<file path="src/rtl/tl_buffer_param_if.sv">
// TileLink-UH A/D channel bundle shared by the client-facing and manager-facing sides of tl_buffer_param.
// The master modport is the client end: it drives A and accepts D.
interface tl_buffer_param_if #(
    parameter int ADDR_W = 29,
    parameter int DATA_W = 64,
    parameter int SRC_W  = 7,
    parameter int SIZE_W = 4,
    parameter int SINK_W = 1
);
    localparam int MASK_W = DATA_W / 8;

    logic              a_valid;
    logic              a_ready;
    logic [2:0]        a_opcode;
    logic [2:0]        a_param;
    logic [SIZE_W-1:0] a_size;
    logic [SRC_W-1:0]  a_source;
    logic [ADDR_W-1:0] a_address;
    logic [MASK_W-1:0] a_mask;
    logic [DATA_W-1:0] a_data;
    logic              a_corrupt;

    logic              d_valid;
    logic              d_ready;
    logic [2:0]        d_opcode;
    logic [1:0]        d_param;
    logic [SIZE_W-1:0] d_size;
    logic [SRC_W-1:0]  d_source;
    logic [SINK_W-1:0] d_sink;
    logic              d_denied;
    logic [DATA_W-1:0] d_data;
    logic              d_corrupt;

    modport master (
        output a_valid, a_opcode, a_param, a_size, a_source, a_address, a_mask, a_data, a_corrupt,
        input  a_ready,
        input  d_valid, d_opcode, d_param, d_size, d_source, d_sink, d_denied, d_data, d_corrupt,
        output d_ready
    );

    modport slave (
        input  a_valid, a_opcode, a_param, a_size, a_source, a_address, a_mask, a_data, a_corrupt,
        output a_ready,
        output d_valid, d_opcode, d_param, d_size, d_source, d_sink, d_denied, d_data, d_corrupt,
        input  d_ready
    );
endinterface

</file>
<file path="src/rtl/tl_buffer_param.sv">
// TileLink-UH A/D buffer: one independent FIFO per channel with per-channel depth, pipe and flow modes.
// A zero-depth channel degenerates to plain wires.
module tl_buffer_fifo #(
    parameter int W     = 8,
    parameter int DEPTH = 2,
    parameter bit PIPE  = 1'b0,
    parameter bit FLOW  = 1'b0,
    localparam int CW   = $clog2(DEPTH + 1),
    localparam int PW   = (DEPTH > 1) ? $clog2(DEPTH) : 1
) (
    input  logic          clock,
    input  logic          reset,
    input  logic          enq_valid,
    output logic          enq_ready,
    input  logic [W-1:0]  enq_bits,
    output logic          deq_valid,
    input  logic          deq_ready,
    output logic [W-1:0]  deq_bits,
    output logic [CW-1:0] count
);
    logic [W-1:0]  mem_q [DEPTH];
    logic [PW-1:0] wp_q, wp_d, rp_q, rp_d;
    logic [CW-1:0] count_q, count_d;
    logic          empty_s, full_s, bypass_s, do_enq_s, do_deq_s;

    // Handshake, bypass decision and next-state pointers/count.
    always_comb begin
        empty_s   = (count_q == {CW{1'b0}});
        full_s    = (count_q == CW'(DEPTH));
        enq_ready = !full_s || (PIPE && deq_ready);
        deq_valid = !empty_s || (FLOW && enq_valid);
        if (FLOW && empty_s) begin
            deq_bits = enq_bits;
        end else begin
            deq_bits = mem_q[rp_q];
        end
        // A flow-through beat taken by the consumer never touches storage.
        bypass_s = FLOW && empty_s && deq_ready;
        do_enq_s = enq_valid && enq_ready && !bypass_s;
        do_deq_s = deq_valid && deq_ready && !bypass_s;

        wp_d = wp_q;
        if (do_enq_s) begin
            wp_d = (wp_q == PW'(DEPTH - 1)) ? {PW{1'b0}} : wp_q + PW'(1);
        end else begin
            wp_d = wp_q;
        end
        rp_d = rp_q;
        if (do_deq_s) begin
            rp_d = (rp_q == PW'(DEPTH - 1)) ? {PW{1'b0}} : rp_q + PW'(1);
        end else begin
            rp_d = rp_q;
        end
        case ({do_enq_s, do_deq_s})
            2'b10:   count_d = count_q + CW'(1);
            2'b01:   count_d = count_q - CW'(1);
            default: count_d = count_q;
        endcase
    end

    // Pointer and occupancy state with synchronous reset.
    always_ff @(posedge clock) begin
        if (reset) begin
            wp_q    <= {PW{1'b0}};
            rp_q    <= {PW{1'b0}};
            count_q <= {CW{1'b0}};
        end else begin
            wp_q    <= wp_d;
            rp_q    <= rp_d;
            count_q <= count_d;
        end
    end

    // Entry storage; left uninitialised on reset since count gates every read.
    always_ff @(posedge clock) begin
        if (do_enq_s) begin
            mem_q[wp_q] <= enq_bits;
        end
    end

    assign count = count_q;
endmodule

module tl_buffer_param #(
    parameter int A_DEPTH = 2,
    parameter int D_DEPTH = 2,
    parameter int A_PIPE  = 0,
    parameter int A_FLOW  = 0,
    parameter int D_PIPE  = 0,
    parameter int D_FLOW  = 0,
    parameter int ADDR_W  = 29,
    parameter int DATA_W  = 64,
    parameter int SRC_W   = 7,
    parameter int SIZE_W  = 4,
    parameter int SINK_W  = 1,
    localparam int MASK_W = DATA_W / 8,
    localparam int A_CW   = (A_DEPTH == 0) ? 1 : $clog2(A_DEPTH + 1),
    localparam int D_CW   = (D_DEPTH == 0) ? 1 : $clog2(D_DEPTH + 1)
) (
    input  logic                   clock,
    input  logic                   reset,
    tl_buffer_param_if.slave       auto_in,
    tl_buffer_param_if.master      auto_out,
    output logic [A_CW-1:0]        a_count,
    output logic [D_CW-1:0]        d_count,
    output logic                   idle
);
    localparam int A_W = 3 + 3 + SIZE_W + SRC_W + ADDR_W + MASK_W + DATA_W + 1;
    localparam int D_W = 3 + 2 + SIZE_W + SRC_W + SINK_W + 1 + DATA_W + 1;

    logic [A_W-1:0] a_in_s, a_out_s;
    logic [D_W-1:0] d_in_s, d_out_s;

    assign a_in_s = {auto_in.a_opcode, auto_in.a_param, auto_in.a_size, auto_in.a_source,
                     auto_in.a_address, auto_in.a_mask, auto_in.a_data, auto_in.a_corrupt};
    assign {auto_out.a_opcode, auto_out.a_param, auto_out.a_size, auto_out.a_source,
            auto_out.a_address, auto_out.a_mask, auto_out.a_data, auto_out.a_corrupt} = a_out_s;

    assign d_in_s = {auto_out.d_opcode, auto_out.d_param, auto_out.d_size, auto_out.d_source,
                     auto_out.d_sink, auto_out.d_denied, auto_out.d_data, auto_out.d_corrupt};
    assign {auto_in.d_opcode, auto_in.d_param, auto_in.d_size, auto_in.d_source,
            auto_in.d_sink, auto_in.d_denied, auto_in.d_data, auto_in.d_corrupt} = d_out_s;

    if (A_DEPTH == 0) begin : g_a_wire
        assign auto_out.a_valid = auto_in.a_valid;
        assign auto_in.a_ready  = auto_out.a_ready;
        assign a_out_s          = a_in_s;
        assign a_count          = {A_CW{1'b0}};
    end else begin : g_a_fifo
        tl_buffer_fifo #(
            .W(A_W), .DEPTH(A_DEPTH), .PIPE(A_PIPE != 0), .FLOW(A_FLOW != 0)
        ) u_fifo (
            .clock(clock), .reset(reset),
            .enq_valid(auto_in.a_valid), .enq_ready(auto_in.a_ready), .enq_bits(a_in_s),
            .deq_valid(auto_out.a_valid), .deq_ready(auto_out.a_ready), .deq_bits(a_out_s),
            .count(a_count)
        );
    end

    if (D_DEPTH == 0) begin : g_d_wire
        assign auto_in.d_valid  = auto_out.d_valid;
        assign auto_out.d_ready = auto_in.d_ready;
        assign d_out_s          = d_in_s;
        assign d_count          = {D_CW{1'b0}};
    end else begin : g_d_fifo
        tl_buffer_fifo #(
            .W(D_W), .DEPTH(D_DEPTH), .PIPE(D_PIPE != 0), .FLOW(D_FLOW != 0)
        ) u_fifo (
            .clock(clock), .reset(reset),
            .enq_valid(auto_out.d_valid), .enq_ready(auto_out.d_ready), .enq_bits(d_in_s),
            .deq_valid(auto_in.d_valid), .deq_ready(auto_in.d_ready), .deq_bits(d_out_s),
            .count(d_count)
        );
    end

    // Derived only from the registered counts, so no input reaches it combinationally.
    assign idle = (a_count == {A_CW{1'b0}}) && (d_count == {D_CW{1'b0}});
endmodule

</file>
<file path="src/flat_wrapper.sv">
// flat-port wrapper written by rule: the top's interface ports become plain ports
module tl_buffer_param_flat 
#(
    parameter int A_DEPTH = 2,
    parameter int D_DEPTH = 2,
    parameter int A_PIPE  = 0,
    parameter int A_FLOW  = 0,
    parameter int D_PIPE  = 0,
    parameter int D_FLOW  = 0,
    parameter int ADDR_W  = 29,
    parameter int DATA_W  = 64,
    parameter int SRC_W   = 7,
    parameter int SIZE_W  = 4,
    parameter int SINK_W  = 1,
    localparam int MASK_W = DATA_W / 8,
    localparam int A_CW   = (A_DEPTH == 0) ? 1 : $clog2(A_DEPTH + 1),
    localparam int D_CW   = (D_DEPTH == 0) ? 1 : $clog2(D_DEPTH + 1)
)
  (clock, reset, a_count, d_count, idle, auto_in_a_valid, auto_in_a_opcode, auto_in_a_param, auto_in_a_size, auto_in_a_source, auto_in_a_address, auto_in_a_mask, auto_in_a_data, auto_in_a_corrupt, auto_in_a_ready, auto_in_d_valid, auto_in_d_opcode, auto_in_d_param, auto_in_d_size, auto_in_d_source, auto_in_d_sink, auto_in_d_denied, auto_in_d_data, auto_in_d_corrupt, auto_in_d_ready, auto_out_a_valid, auto_out_a_opcode, auto_out_a_param, auto_out_a_size, auto_out_a_source, auto_out_a_address, auto_out_a_mask, auto_out_a_data, auto_out_a_corrupt, auto_out_a_ready, auto_out_d_valid, auto_out_d_opcode, auto_out_d_param, auto_out_d_size, auto_out_d_source, auto_out_d_sink, auto_out_d_denied, auto_out_d_data, auto_out_d_corrupt, auto_out_d_ready);
  tl_buffer_param_if #(.ADDR_W(ADDR_W), .DATA_W(DATA_W), .SRC_W(SRC_W), .SIZE_W(SIZE_W), .SINK_W(SINK_W)) auto_in_i ();
  tl_buffer_param_if #(.ADDR_W(ADDR_W), .DATA_W(DATA_W), .SRC_W(SRC_W), .SIZE_W(SIZE_W), .SINK_W(SINK_W)) auto_out_i ();
  input  logic clock;
  input  logic reset;
  output logic [A_CW-1:0] a_count;
  output logic [D_CW-1:0] d_count;
  output logic idle;
  input wire logic [$bits(auto_in_i.a_valid)-1:0] auto_in_a_valid;
  input wire logic [$bits(auto_in_i.a_opcode)-1:0] auto_in_a_opcode;
  input wire logic [$bits(auto_in_i.a_param)-1:0] auto_in_a_param;
  input wire logic [$bits(auto_in_i.a_size)-1:0] auto_in_a_size;
  input wire logic [$bits(auto_in_i.a_source)-1:0] auto_in_a_source;
  input wire logic [$bits(auto_in_i.a_address)-1:0] auto_in_a_address;
  input wire logic [$bits(auto_in_i.a_mask)-1:0] auto_in_a_mask;
  input wire logic [$bits(auto_in_i.a_data)-1:0] auto_in_a_data;
  input wire logic [$bits(auto_in_i.a_corrupt)-1:0] auto_in_a_corrupt;
  output wire logic [$bits(auto_in_i.a_ready)-1:0] auto_in_a_ready;
  output wire logic [$bits(auto_in_i.d_valid)-1:0] auto_in_d_valid;
  output wire logic [$bits(auto_in_i.d_opcode)-1:0] auto_in_d_opcode;
  output wire logic [$bits(auto_in_i.d_param)-1:0] auto_in_d_param;
  output wire logic [$bits(auto_in_i.d_size)-1:0] auto_in_d_size;
  output wire logic [$bits(auto_in_i.d_source)-1:0] auto_in_d_source;
  output wire logic [$bits(auto_in_i.d_sink)-1:0] auto_in_d_sink;
  output wire logic [$bits(auto_in_i.d_denied)-1:0] auto_in_d_denied;
  output wire logic [$bits(auto_in_i.d_data)-1:0] auto_in_d_data;
  output wire logic [$bits(auto_in_i.d_corrupt)-1:0] auto_in_d_corrupt;
  input wire logic [$bits(auto_in_i.d_ready)-1:0] auto_in_d_ready;
  output wire logic [$bits(auto_out_i.a_valid)-1:0] auto_out_a_valid;
  output wire logic [$bits(auto_out_i.a_opcode)-1:0] auto_out_a_opcode;
  output wire logic [$bits(auto_out_i.a_param)-1:0] auto_out_a_param;
  output wire logic [$bits(auto_out_i.a_size)-1:0] auto_out_a_size;
  output wire logic [$bits(auto_out_i.a_source)-1:0] auto_out_a_source;
  output wire logic [$bits(auto_out_i.a_address)-1:0] auto_out_a_address;
  output wire logic [$bits(auto_out_i.a_mask)-1:0] auto_out_a_mask;
  output wire logic [$bits(auto_out_i.a_data)-1:0] auto_out_a_data;
  output wire logic [$bits(auto_out_i.a_corrupt)-1:0] auto_out_a_corrupt;
  input wire logic [$bits(auto_out_i.a_ready)-1:0] auto_out_a_ready;
  input wire logic [$bits(auto_out_i.d_valid)-1:0] auto_out_d_valid;
  input wire logic [$bits(auto_out_i.d_opcode)-1:0] auto_out_d_opcode;
  input wire logic [$bits(auto_out_i.d_param)-1:0] auto_out_d_param;
  input wire logic [$bits(auto_out_i.d_size)-1:0] auto_out_d_size;
  input wire logic [$bits(auto_out_i.d_source)-1:0] auto_out_d_source;
  input wire logic [$bits(auto_out_i.d_sink)-1:0] auto_out_d_sink;
  input wire logic [$bits(auto_out_i.d_denied)-1:0] auto_out_d_denied;
  input wire logic [$bits(auto_out_i.d_data)-1:0] auto_out_d_data;
  input wire logic [$bits(auto_out_i.d_corrupt)-1:0] auto_out_d_corrupt;
  output wire logic [$bits(auto_out_i.d_ready)-1:0] auto_out_d_ready;
  assign auto_in_i.a_valid = auto_in_a_valid;
  assign auto_in_i.a_opcode = auto_in_a_opcode;
  assign auto_in_i.a_param = auto_in_a_param;
  assign auto_in_i.a_size = auto_in_a_size;
  assign auto_in_i.a_source = auto_in_a_source;
  assign auto_in_i.a_address = auto_in_a_address;
  assign auto_in_i.a_mask = auto_in_a_mask;
  assign auto_in_i.a_data = auto_in_a_data;
  assign auto_in_i.a_corrupt = auto_in_a_corrupt;
  assign auto_in_a_ready = auto_in_i.a_ready;
  assign auto_in_d_valid = auto_in_i.d_valid;
  assign auto_in_d_opcode = auto_in_i.d_opcode;
  assign auto_in_d_param = auto_in_i.d_param;
  assign auto_in_d_size = auto_in_i.d_size;
  assign auto_in_d_source = auto_in_i.d_source;
  assign auto_in_d_sink = auto_in_i.d_sink;
  assign auto_in_d_denied = auto_in_i.d_denied;
  assign auto_in_d_data = auto_in_i.d_data;
  assign auto_in_d_corrupt = auto_in_i.d_corrupt;
  assign auto_in_i.d_ready = auto_in_d_ready;
  assign auto_out_a_valid = auto_out_i.a_valid;
  assign auto_out_a_opcode = auto_out_i.a_opcode;
  assign auto_out_a_param = auto_out_i.a_param;
  assign auto_out_a_size = auto_out_i.a_size;
  assign auto_out_a_source = auto_out_i.a_source;
  assign auto_out_a_address = auto_out_i.a_address;
  assign auto_out_a_mask = auto_out_i.a_mask;
  assign auto_out_a_data = auto_out_i.a_data;
  assign auto_out_a_corrupt = auto_out_i.a_corrupt;
  assign auto_out_i.a_ready = auto_out_a_ready;
  assign auto_out_i.d_valid = auto_out_d_valid;
  assign auto_out_i.d_opcode = auto_out_d_opcode;
  assign auto_out_i.d_param = auto_out_d_param;
  assign auto_out_i.d_size = auto_out_d_size;
  assign auto_out_i.d_source = auto_out_d_source;
  assign auto_out_i.d_sink = auto_out_d_sink;
  assign auto_out_i.d_denied = auto_out_d_denied;
  assign auto_out_i.d_data = auto_out_d_data;
  assign auto_out_i.d_corrupt = auto_out_d_corrupt;
  assign auto_out_d_ready = auto_out_i.d_ready;
  tl_buffer_param #(.A_DEPTH(A_DEPTH), .D_DEPTH(D_DEPTH), .A_PIPE(A_PIPE), .A_FLOW(A_FLOW), .D_PIPE(D_PIPE), .D_FLOW(D_FLOW), .ADDR_W(ADDR_W), .DATA_W(DATA_W), .SRC_W(SRC_W), .SIZE_W(SIZE_W), .SINK_W(SINK_W)) u_core (.clock(clock), .reset(reset), .auto_in(auto_in_i), .auto_out(auto_out_i), .a_count(a_count), .d_count(d_count), .idle(idle));
endmodule
</file>
<file path="config.mk">
export PLATFORM = sky130hd
export DESIGN_NAME = tl_buffer_param_flat
export DESIGN_NICKNAME = d
export VERILOG_FILES = /design/src/rtl/tl_buffer_param_if.sv /design/src/rtl/tl_buffer_param.sv /design/src/flat_wrapper.sv
export SDC_FILE = /design/constraint.sdc
export NUM_CORES = 1
export LEC_CHECK = 0
export BUFFER_PORTS_ARGS = -buffer_cell sky130_fd_sc_hd__buf_4
export CORE_UTILIZATION = 47
export CTS_CLUSTER_SIZE = 10
export DETAILED_ROUTE_END_ITERATION = 10
export GPL_TIMING_DRIVEN = 0
export PLACE_DENSITY_LB_ADDON = 0.25
export SKIP_LAST_GASP = 1
export SLEW_MARGIN = 20
export SYNTH_ARGS = -nofsm -noshare
export SYNTH_HDL_FRONTEND = slang
export SYNTH_HIERARCHICAL = 1
export SYNTH_SLANG_ARGS = --single-unit
</file>
<file path="constraint.sdc">
create_clock -name clock -period 4.4 [get_ports clock]
set_input_delay 0.88 -clock clock [delete_from_list [all_inputs] [get_ports clock]]
set_output_delay 0.88 -clock clock [all_outputs]
set_load 0.05 [all_outputs]
</file>
==> impl_results.html <==
<table>
<tr><th>Metric</th><th>Value</th></tr>
<tr><th colspan="2">Timing</th></tr>
<tr><td>Setup repair after global routing missed its margin</td><td>false</td></tr>
<tr><td>PnR worst setup slack</td><td>1.48 ns</td></tr>
<tr><td>Tcrit/Tclk final</td><td>66.3%</td></tr>
<tr><td>Max-slew headroom at the worst pin</td><td>56.7%</td></tr>
<tr><td>Final count of negative-setup-slack endpoints</td><td>0</td></tr>
<tr><td>Minimum hold slack</td><td>0.516 ns</td></tr>
<tr><td>Skew final</td><td>0.0157 ns</td></tr>
<tr><td>Worst slew pin tran</td><td>0.650 ns</td></tr>
<tr><td>Count of endpoints failing hold in the final timing report</td><td>0</td></tr>
<tr><td>Minimum clock period after layout</td><td>2.92 ns</td></tr>
<tr><td>Highest Clock Rate</td><td>343 MHz</td></tr>
<tr><td>Number of max-slew violations in the final report</td><td>0</td></tr>
<tr><td>Total Neg Setup Slack</td><td>0 ns</td></tr>
<tr><th colspan="2">GRT</th></tr>
<tr><td>Via count of the first global-routing pass</td><td>8468</td></tr>
<tr><td>Initial antenna violation count</td><td>0</td></tr>
<tr><td>Pin count of the biggest net entering global routing</td><td>102</td></tr>
<tr><td>Overflow left after global routing</td><td>0</td></tr>
<tr><td>Total global-route track usage</td><td>19.1%</td></tr>
<tr><td>Global-route wire length before repair</td><td>47200 um</td></tr>
<tr><th colspan="2">Layout</th></tr>
<tr><td>Final instance area</td><td>20100 um^2</td></tr>
<tr><td>Leading cell type in the layout, fill and taps excluded</td><td>buf_4</td></tr>
<tr><td>Fraction of layout instances using a drive strength above 1</td><td>60.3%</td></tr>
<tr><td>Post-route non-filler standard cell count</td><td>1573</td></tr>
<tr><td>Final Core Density</td><td>63.8%</td></tr>
<tr><td>Signed area change from the synthesized netlist to the final layout</td><td>34.0%</td></tr>
<tr><td>Most used cells in the layout excluding fill and tap cells</td><td>buf_4 (426), edfxtp_1 (404), mux2_2 (202)</td></tr>
<tr><td>Final nets</td><td>1359</td></tr>
<tr><td>Antenna diodes</td><td>0</td></tr>
<tr><th colspan="2">CTS</th></tr>
<tr><td>Clk_lat worst skew</td><td>0.53 ns</td></tr>
<tr><td>Buffer depth of the longest clock path</td><td>3</td></tr>
<tr><td>TritonCTS clock tree</td><td>built</td></tr>
<tr><td>Sink count of the clock tree</td><td>414</td></tr>
<tr><td>Post-CTS Resized</td><td>0</td></tr>
<tr><td>Number of hold buffers added after cts</td><td>0</td></tr>
<tr><td>Clock H-tree levels</td><td>2</td></tr>
<tr><td>Post-CTS clock slew at the launch and capture registers of the worst setup and hold paths</td><td>0.05 ns</td></tr>
<tr><td>Clock root cell</td><td>clkbuf_16</td></tr>
<tr><td>CTS buffer count</td><td>47</td></tr>
<tr><td>Post CTS Setup Buffer Count</td><td>0</td></tr>
<tr><th colspan="2">Detailed routing</th></tr>
<tr><td>Routed wirelength normalized by instance count</td><td>20.0 um</td></tr>
<tr><td>Final wirelength</td><td>31400 um</td></tr>
<tr><td>Number of vias in the routed layout</td><td>7912</td></tr>
<tr><td>Via count normalized by instance count</td><td>5.03</td></tr>
<tr><td>First DRT Iteration DRCs</td><td>416</td></tr>
<tr><td>Number of iterations in the first detailed-routing pass</td><td>4</td></tr>
<tr><td>DRC violation count after routing</td><td>0</td></tr>
<tr><td>Remaining antenna violation count after routing</td><td>0</td></tr>
<tr><th colspan="2">Worst hold path</th></tr>
<tr><td>Hold Path Cell Cnt</td><td>2</td></tr>
<tr><td>Class of the worst hold path</td><td>reg2reg</td></tr>
<tr><th colspan="2">Place</th></tr>
<tr><td>Number of buffers added on ports</td><td>418</td></tr>
<tr><td>Post-Place Cells</td><td>1502</td></tr>
<tr><td>Pre-CTS setup slack</td><td>1.89 ns</td></tr>
<tr><td>Detailed placer's ending HPWL</td><td>21700 um</td></tr>
<tr><td>Placer congestion estimate</td><td>0.729</td></tr>
<tr><td>Instance area after placement</td><td>18800 um^2</td></tr>
<tr><th colspan="2">Job</th></tr>
<tr><td>Max cap viols</td><td>0</td></tr>
<tr><th colspan="2">Floorplanning</th></tr>
<tr><td>Number of top-level design ports</td><td>419</td></tr>
<tr><td>Row Count</td><td>65</td></tr>
<tr><td>Initial core utilization</td><td>47.6%</td></tr>
<tr><td>Core region area</td><td>31500 um^2</td></tr>
<tr><td>Die boundary height</td><td>181 um</td></tr>
<tr><td>Die Area</td><td>32600 um^2</td></tr>
<tr><td>Die Width</td><td>181 um</td></tr>
<tr><th colspan="2">Synthesis</th></tr>
<tr><td>Post-Synthesis Net Count</td><td>887</td></tr>
<tr><td>Number of standard cells after synthesis</td><td>677</td></tr>
<tr><td>Number of enable-type register cells in the synthesized netlist</td><td>404</td></tr>
<tr><td>Post-Syn Area</td><td>15000 um^2</td></tr>
<tr><td>Cell taking the most area after synthesis</td><td>edfxtp_1</td></tr>
<tr><td>Yosys warnings</td><td>6</td></tr>
<tr><td>Synthesis-stage register bit count</td><td>414</td></tr>
<tr><td>Synth async-reset ratio</td><td>0%</td></tr>
<tr><td>Average cell area after synthesis</td><td>22.1 um^2</td></tr>
<tr><td>Proportion of synthesized chip area in sequential cells</td><td>82.2%</td></tr>
<tr><td>Ranking of synthesized cells by area</td><td>edfxtp_1 (81%), mux2_2 (15%), dfxtp_1 (1.3%), buf_2 (0.47%), buf_4 (0.40%)</td></tr>
<tr><td>Most common flop cell mapped by yosys</td><td>edfxtp_1</td></tr>
<tr><td>Count of different cell masters after synthesis</td><td>21</td></tr>
<tr><td>Yosys top cell area share</td><td>80.9%</td></tr>
<tr><th colspan="2">Run status</th></tr>
<tr><td>Run status</td><td>finished, final reports clean</td></tr>
<tr><th colspan="2">Setup path</th></tr>
<tr><td>Worst endpoint data arrival time</td><td>2.04 ns</td></tr>
<tr><td>Critical Setup Path Class</td><td>reg2out</td></tr>
<tr><td>Type of destination of the critical path</td><td>output pin</td></tr>
<tr><td>Logic depth of the worst register-to-register path</td><td>4</td></tr>
<tr><td>Highest net fanout along the worst path</td><td>10</td></tr>
<tr><td>WP data required</td><td>3.52 ns</td></tr>
<tr><td>CP startpoint kind</td><td>register</td></tr>
<tr><th colspan="2">Power</th></tr>
<tr><td>P per Cell Area</td><td>701 nW/um^2</td></tr>
<tr><td>Switching portion of total power</td><td>37.4%</td></tr>
<tr><td>Int Pwr</td><td>8.82 mW</td></tr>
<tr><td>Clock share of power</td><td>24.0%</td></tr>
<tr><td>Switching component of the power</td><td>5.27 mW</td></tr>
<tr><td>Highest ir drop seen on vdd</td><td>0.000453 V</td></tr>
<tr><td>Relative contribution of sequential cells to total power</td><td>36.4%</td></tr>
<tr><td>Final total power</td><td>14.1 mW</td></tr>
<tr><td>Static leakage</td><td>7.52 nW</td></tr>
<tr><td>Proportion of power drawn by combinational gates</td><td>39.7%</td></tr>
</table>
-- synthesized netlist by cell type (4+ instances only) --
library cell / count
nor2_1: 6
buf_4: 8
edfxtp_1: 404
xnor2_1: 4
buf_2: 14
dfxtp_1: 10
mux2_2: 202
a21oi_1: 4
-- area by class of cell --
cell class | instances | area (um^2)
plain buffers | 22 | 130
well taps | 402 | 503
clock buffers | 70 | 1310
multi-input cells | 239 | 2530
inverters | 2 | 17.5
fillers | 2307 | 11400
flip-flops and latches | 414 | 12300
repair buffers | 423 | 3270
clock inverters | 1 | 5.00
-- sequential cells by signal, summed over array words and instances (netlist names), named ones only --
register	cells
u_core/g_d_fifo.u_fifo/wp_q	1
u_core/g_d_fifo.u_fifo/count	2
u_core/g_a_fifo.u_fifo/count	2
u_core/g_a_fifo.u_fifo/rp_q	1
u_core/g_d_fifo.u_fifo/mem_q	166
u_core/g_a_fifo.u_fifo/mem_q	238
u_core/g_d_fifo.u_fifo/rp_q	1
u_core/g_a_fifo.u_fifo/wp_q	1
-- power by group through the flow --
stage	registers (mW)	clock network (mW)	logic, mW
after global placement	5.25	0	5.55
final	5.12	3.38	5.59
after floorplan	5.26	0	3.87
after CTS	5.13	3.46	5.65
after detailed placement	5.20	0	5.63
after global routing	5.17	3.60	5.82
-- final timing paths --
| kind | start | to | slack (ns) |
|---|---|---|---|
| max | register | auto_out_a_data[5] | 1.48 |
| max reg2reg | u_core/g_a_fifo.u_fifo/count[0] | u_core/g_a_fifo.u_fifo/mem_q[1][32] | 2.10 |
| min | u_core/g_a_fifo.u_fifo/rp_q | u_core/g_a_fifo.u_fifo/rp_q | 0.52 |
| min reg2reg | u_core/g_a_fifo.u_fifo/rp_q | u_core/g_a_fifo.u_fifo/rp_q | 0.52 |
-- metal layers --
layer | track usage [%] | routed length [um]
met1 | 20.8 | 11500
met3 | 8.79 | 3550
met2 | 33.2 | 15500
met4 | 5.74 | 796
met5 | 0 | 0
-- worst max-delay path, cell delays in order (launching register included) --
cell	delay, ns
dfxtp_1	0.32
buf_2	0.26
buf_2	0.33
mux2_2	0.39
buf_4	0.19
-- cell families (layout without fill, tap and decap cells) --
group / after synthesis / count (layout) / share of synthesized area, %
adder cells (fa/ha/maj): 2 / 2 / 0.167
AO/OA/AOI/OAI: 10 / 10 / 0.434
flip-flops: 414 / 414 / 82.2
XOR/XNOR: 6 / 6 / 0.350
buffers and inverters: 24 / 518 / 0.918
AND/OR/NAND/NOR: 19 / 19 / 0.718
multiplexers: 202 / 202 / 15.2
(Power assumes the default switching activity.)
